<file path="src/rtl/delay_line.sv">
// Programmable-tap delay line: a max_depth-stage {valid, data} shift chain with
// stall, synchronous flush, runtime tap select and a fill counter for "primed".

module delay_stage #(
    parameter int width = 8
) (
    input  logic             clock,
    input  logic             reset_n,
    input  logic             enable,
    input  logic             flush,
    input  logic             valid_d,
    input  logic [width-1:0] data_d,
    output logic             valid_q,
    output logic [width-1:0] data_q
);

    always_ff @(posedge clock or negedge reset_n) begin
        if (!reset_n) begin
            valid_q <= 1'b0;
            data_q  <= '0;
        end else if (flush) begin
            valid_q <= 1'b0;
            data_q  <= '0;
        end else if (enable) begin
            valid_q <= valid_d;
            data_q  <= data_d;
        end
    end

endmodule

module delay_line #(
    parameter int width      = 8,
    parameter int max_depth  = 16,
    parameter int delay_bits = 5
) (
    input  logic                  clock,
    input  logic                  reset_n,
    input  logic                  enable,
    input  logic                  flush,
    input  logic [delay_bits-1:0] delay,
    input  logic [width-1:0]      data_in,
    input  logic                  valid_in,
    output logic [width-1:0]      data_out,
    output logic                  valid_out,
    output logic                  primed
);

    localparam int                    cnt_w     = $clog2(max_depth + 1);
    localparam logic [delay_bits-1:0] depth_sel = delay_bits'(max_depth);
    localparam logic [cnt_w-1:0]      depth_cnt = cnt_w'(max_depth);

    logic [max_depth-1:0][width-1:0] stage_data;
    logic [max_depth-1:0]            vld_pipe;
    logic [cnt_w-1:0]                fill_count;
    logic [delay_bits-1:0]           d_eff;
    logic [delay_bits-1:0]           tap;

    genvar i;
    generate
        for (i = 0; i < max_depth; i++) begin : g_stage
            logic [width-1:0] data_d;
            logic             valid_d;
            if (i == 0) begin : g_head
                assign data_d  = data_in;
                assign valid_d = valid_in;
            end else begin : g_body
                assign data_d  = stage_data[i-1];
                assign valid_d = vld_pipe[i-1];
            end
            delay_stage #(.width(width)) u_stage (
                .clock   (clock),
                .reset_n (reset_n),
                .enable  (enable),
                .flush   (flush),
                .valid_d (valid_d),
                .data_d  (data_d),
                .valid_q (vld_pipe[i]),
                .data_q  (stage_data[i])
            );
        end
    endgenerate

    // Clamp the requested delay into 1..max_depth; a zero request means one edge.
    always_comb begin
        d_eff = delay;
        if (delay == '0)
            d_eff = delay_bits'(1);
        else if (delay > depth_sel)
            d_eff = depth_sel;
        tap = d_eff - delay_bits'(1);
    end

    always_comb begin
        data_out  = '0;
        valid_out = 1'b0;
        for (int k = 0; k < max_depth; k++) begin
            if (tap == delay_bits'(k)) begin
                data_out  = stage_data[k];
                valid_out = vld_pipe[k];
            end
        end
    end

    // Counts enabled edges since reset/flush, saturating at the chain length.
    always_ff @(posedge clock or negedge reset_n) begin
        if (!reset_n)
            fill_count <= '0;
        else if (flush)
            fill_count <= '0;
        else if (enable && fill_count != depth_cnt)
            fill_count <= fill_count + cnt_w'(1);
    end

    assign primed = 32'(fill_count) >= 32'(d_eff);

endmodule
</file>
<file path="config.mk">
export PLATFORM = sky130hd
export DESIGN_NAME = delay_line
export DESIGN_NICKNAME = d
export VERILOG_FILES = /design/src/rtl/delay_line.sv
export SDC_FILE = /design/constraint.sdc
export NUM_CORES = 1
export LEC_CHECK = 0
export ABC_AREA = 1
export CAP_MARGIN = 40
export CORE_MARGIN = 2
export CORE_UTILIZATION = 32
export DETAILED_ROUTE_END_ITERATION = 7
export SKIP_LAST_GASP = 1
export SLEW_MARGIN = 20
export SYNTH_ARGS = -nofsm -noshare
export SYNTH_HDL_FRONTEND = slang
export SYNTH_SLANG_ARGS = --single-unit
</file>
<file path="constraint.sdc">
create_clock -name clock -period 2.68 [get_ports clock]
set_input_delay 0.536 -clock clock [delete_from_list [all_inputs] [get_ports clock]]
set_output_delay 0.536 -clock clock [all_outputs]
set_load 0.01 [all_outputs]
</file>
After elaboration in Yosys (flattened, before gate mapping)
Cells that the tools add are included.
- bits in registers: 149
- input port bits: 18
- output and inout bits: 10
- logic and storage cells: 158
- reduce and logical (&&, ||, !) cells: 5
- add/subtract/negate cells: 2
- order comparisons: 2
- muxes and demuxes: 100
- equality and inequality tests: 16
- operator list (cell ; number):
    $mux 8 ; 48
    $mux 1 ; 48
    $eq 5x4->1 const B ; 8
    $eq 5x3->1 const B ; 4
    $mux 5 ; 4
    $eq 5x2->1 const B ; 2
    $logic_not 5->1 ; 2
    $add 5x1->5 const B ; 1
    $eq 5x1->1 const B ; 1
    $ge 5x5->1 ; 1
    $gt 5x5->1 const B ; 1
    $ne 5x5->1 const B ; 1
    $sub 5x1->5 const B ; 1
    $reduce_bool 2->1 ; 2
    $logic_and 1x1->1 ; 1

Longest topological paths before layout
- depth in word-level cells: 21
- depth in mapped cells: 18
- gate-level depth less buffers: 16

Cells and area by module
A second synthesis with hierarchy kept.
- cells, all modules: 982
- area, all modules: 7701.1 µm²
- modules (own cells, without submodules) (module ; cells an instance ; area each (µm²) ; instances ; seq. area each (µm²)):
    delay_stage ; 39 ; 372.9 ; 16 ; 225.2
    delay_line ; 358 ; 1735.4 ; 1 ; 125.1

Worst setup path before layout
Ideal clock, no wire load.
- kind: input to output
- start: input delay[0]
- end: output data_out[0]
- cell stages on the path: 15
- path slack: 0.287 ns
- arrival time: 1.857 ns
- cells stage by stage: nor2_1 > nand3_2 > nand2_2 > buf_6 > nand4_1 > clkinv_2 > nand2_1 > nand2_1 > nand2_1 > nand2_1 > nand4_1 > nor2_1 > nand4_1 > nor2_1 > nand4_1
- longest elaborated chain between the ends: 21
- elaborated cells on any way between the ends: 37
- those cells by class: add/sub: 1; order compare: 1; eq/ne: 15; mux: 18; reduce/logical: 2
- RTL lines (element ; RTL line ; text):
    start: declaration ; 41 ; input logic [delay_bits-1:0] delay,
    $gt 5x5->1 ; 89 ; else if (delay > depth_sel)
    $mux 5 ; 89 ;
    $mux 5 * ; 87 ; if (delay == '0)
    $sub 5x1->5 * ; 91 ; tap = d_eff - delay_bits'(1);
    $logic_not 5->1 ; 98 ; if (tap == delay_bits'(k)) begin
    $mux 8 (15 in a row) ; 98 ;
    $mux 8 * ; 98 ;
    end: declaration ; 44 ; output logic [width-1:0] data_out,
Mark *: on every way between the ends. The rest lies on a longest branch, timed or not.

Final worst setup path
- start: input delay[1]
- end: output data_out[3]
Same word-level chain as after synthesis.

==> results.toml <==
[outcome]
status = "complete, but fails checks"
violations = "negative setup slack"

[routing]
wirelength_um = 18700
wl_per_cell_um = 15.6
detail-route-antenna-nets = 0
drc_errors = 0
drtIter0Drc = 384
viasPerCell = 4.93
num_vias = 5900
first_pass_iters = 5

[logic_synthesis]
ys_ff_latch = 149
yosysTopAreaCellShare_pct = 53.5
synth.distinct_cells = 35
synth_flop_cell = "dfrtp_1"
yosys-top-cells-area = "dfrtp_1 (53%), o22ai_1 (11%), nand2_1 (8.2%)"
ys_seq_area_share_pct = 53.5
syn_area_um2 = 6970
synth_edf_count = 0
async_reset_ff_share_pct = 100
synth_area_leader_cell = "dfrtp_1"
synthesis.nets = 839
synthTopCellsByCount = "nand2_1 (153), inv_1 (151), dfrtp_1 (149), o22ai_1 (121), nor2_1 (49)"
synth_most_common_cell = "nand2_1"
synth_area_per_cell_um2 = 8.56
synthCells = 814
ys_warn_count = 0

[final_layout]
area_delta_synth_final_pct = 28.4
drive_gt1_share_pct = 21.2
nNetsFinal = 929
finalInstanceArea_um2 = 8950
antennaDiodeCount = 0

[power]
p_leak_nw = 3.91
power.density_nw_per_um2 = 580
peakVddDrop_v = 0.000308

[critical_path]
crit_family = "simple AND/OR/NAND/NOR gates"
path_class = "primary input to output pin"
reg2reg_depth = 7
cp_slowest_cell = "buf_2"
cp_max_fo = 7
cp-end-kind = "output pin"
start_kind = "primary input"
regToRegStartpoint = "fill_count[0]"
rr_endpoint = "fill_count[4]"
path_buf_inv = 4
critPathArrivalTime_ns = 2.46
crit_chain = "buf_8 -> nor2_4 -> nand2_1 -> nand2_2 -> nand2_4 -> inv_4 -> nand2_4 -> nand3_4 -> nor2_4 -> buf_6 -> nor2_2 -> nand2_1 -> nand2_1 -> nand4_1 -> nand2_1 -> nand4_1 -> nor2_1 -> nand4_1 -> buf_2"
rrSetupSlack_ns = 1.00
cp.required_ns = 2.14
max_stage_delay_ns = 0.16
crit_top_cell = "nand2_1"

[clocking]
cts-hold-fix-buffers = 0
cts_buffer_depth = 2
htree_levels = 4
cts-root-buf = "clkbuf_16"
cts_tree = "yes"
cts_sinks = 149
cts_made_buffers = 17
clkTransAtPathRegs_ns = 0.06
insertion_delay_ns = 0.43

[grt]
use_met2_pct = 25.9
overflow = 0
grt_pass1_vias = 5851
use_met3_pct = 3.47
grt_pass1_wl_um = 30700
top_usage_layer = "met2"
grtUsageMet1_pct = 24.6
antenna_found_initial = 0
grt_max_degree = 94
grt_util_all_layers_pct = 17.1

[timing]
max_slew_margin_pct = 55.6
final_max_slew_viol_count = 0
holdWs_ns = 0.0850
layout_setup_ws_ns = -0.314
final_hold_viol_count = 0
skew_ns = 0.0103
rsz0062_at_grt = "true"
max_freq_mhz = 334
worstMarginPinSlew_ns = 0.667
fin_crit_sh_pct = 112
finalSetupViolations = 9
fin_crit_ns = 2.99

[die]
dieArea_um2 = 23000
rows = 54
ios = 28
die_x_um = 152
die_y_um = 152
coreArea_um2 = 21600
start_util_pct = 32.2

[placement]
place_area_um2 = 8000
io_buffers = 27
gp_congestion = 0.822
post-dp-hpwl_um = 12100

[job]
drv_cap = 0

[worst_hold_path]
hold_class = "primary input to asynchronous set/reset pin"
[power by group]
| part | switching (W) | internal, W | total, W |
|---|---|---|---|
| logic | 0.000310 | 0.000197 | 0.000507 |
| registers | 0.0000120 | 0.00227 | 0.00228 |
| clock network | 0.00100 | 0.00141 | 0.00241 |
| total | 0.00132 | 0.00387 | 0.00520 |
[layout by cell type (no fill, tap or decap), drive strengths merged, types with 6 or more instances in the layout]
cell type      netlist  layout
ha                   7       7
o21ai               32      32
o22ai              121     121
a21oi                9       9
inv                159     161
nand4               32      32
dfrtp              149     149
nor2                55      56
clkinv               3      11
clkdlybuf4s50        0      11
nor3                 6       6
nand3               31      31
buf                  8      96
nand2              161     161
clkbuf              30      19
[how the worst max path moves through the flow]
stage / start / to / slack [ns] / cells past startpoint
3_3_place_gp: delay[0] / data_out[6] / -1.15 / 17
5_1_grt: delay[3] / data_out[6] / -0.43 / 17
3_5_place_dp: delay[0] / data_out[6] / -1.12 / 17
6_report: delay[1] / data_out[3] / -0.31 / 19
4_1_cts: delay[2] / data_out[5] / -0.34 / 19
2_1_floorplan: delay[0] / data_out[0] / 0.29 / 15
[logic make-up (layout without fill, tap and decap cells)]
logic type               Yosys count  after routing  synth area share [%]
flip-flops                       149            149                  53.5
AO/OA/AOI/OAI                    172            172                  15.0
buffers and inverters            200            302                  11.3
AND/OR/NAND/NOR                  286            287                  18.9
adder cells (fa/ha/maj)            7              7                  1.26
[flip-flops by register name, summed over array words and instances (netlist names)]
name / count
g_stage.u_stage.data_q: 128
g_stage.u_stage.valid_q: 16
fill_count: 5
[per-layer routing]
metal  share of wire [%]  vias to the layer above
met5                   0                        -
li1                    -                     2884
met1                  49                     2898
met3                 3.9                       20
met2                  45                       98
met4                 1.4                        0
[through the flow]
stage | power [W] | util [%] | TNS (ns) | cells | worst slack [ns]
2_1_floorplan | 0.00254 | - | 0 | 814 | 0.287
3_3_place_gp | 0.00277 | 37.0 | -13.11 | 1146 | -1.15
3_5_place_dp | 0.00277 | 37.0 | -10.59 | 1147 | -1.12
4_1_cts | 0.00521 | 40.6 | -2.32 | 1191 | -0.337
5_1_grt | 0.00538 | 41.4 | -3.59 | 1197 | -0.431
6_report | 0.00520 | 41.4 | -2.21 | 1197 | -0.314
[final cells by class]
type                       count  area [µm²]
fill                        2153       12700
sequential                   149        3730
multi-input combinational    466        2630
timing repair buffer         107        1020
inverter                     162         628
clock buffer                  19         443
tap                          280         350
clock inverter                13         149
timing repair inverter         1        5.00
[worst reg2reg max path: stages (launching register included)]
cell and delay [ns]:
dfrtp_1 0.39, inv_1 0.12, ha_1 0.22, a41oi_1 0.19, inv_1 0.15, nor3_1 0.26
and3_1 0.21, nor3_1 0.04
[timing repair]
action	in CTS	in global routing
pin swaps	43	58
setup endpoints to repair	10	10
resized for setup	109	33
cloned	1	1
buffers inserted	11	6
Note: power is estimated with default switching activity, not from simulation.
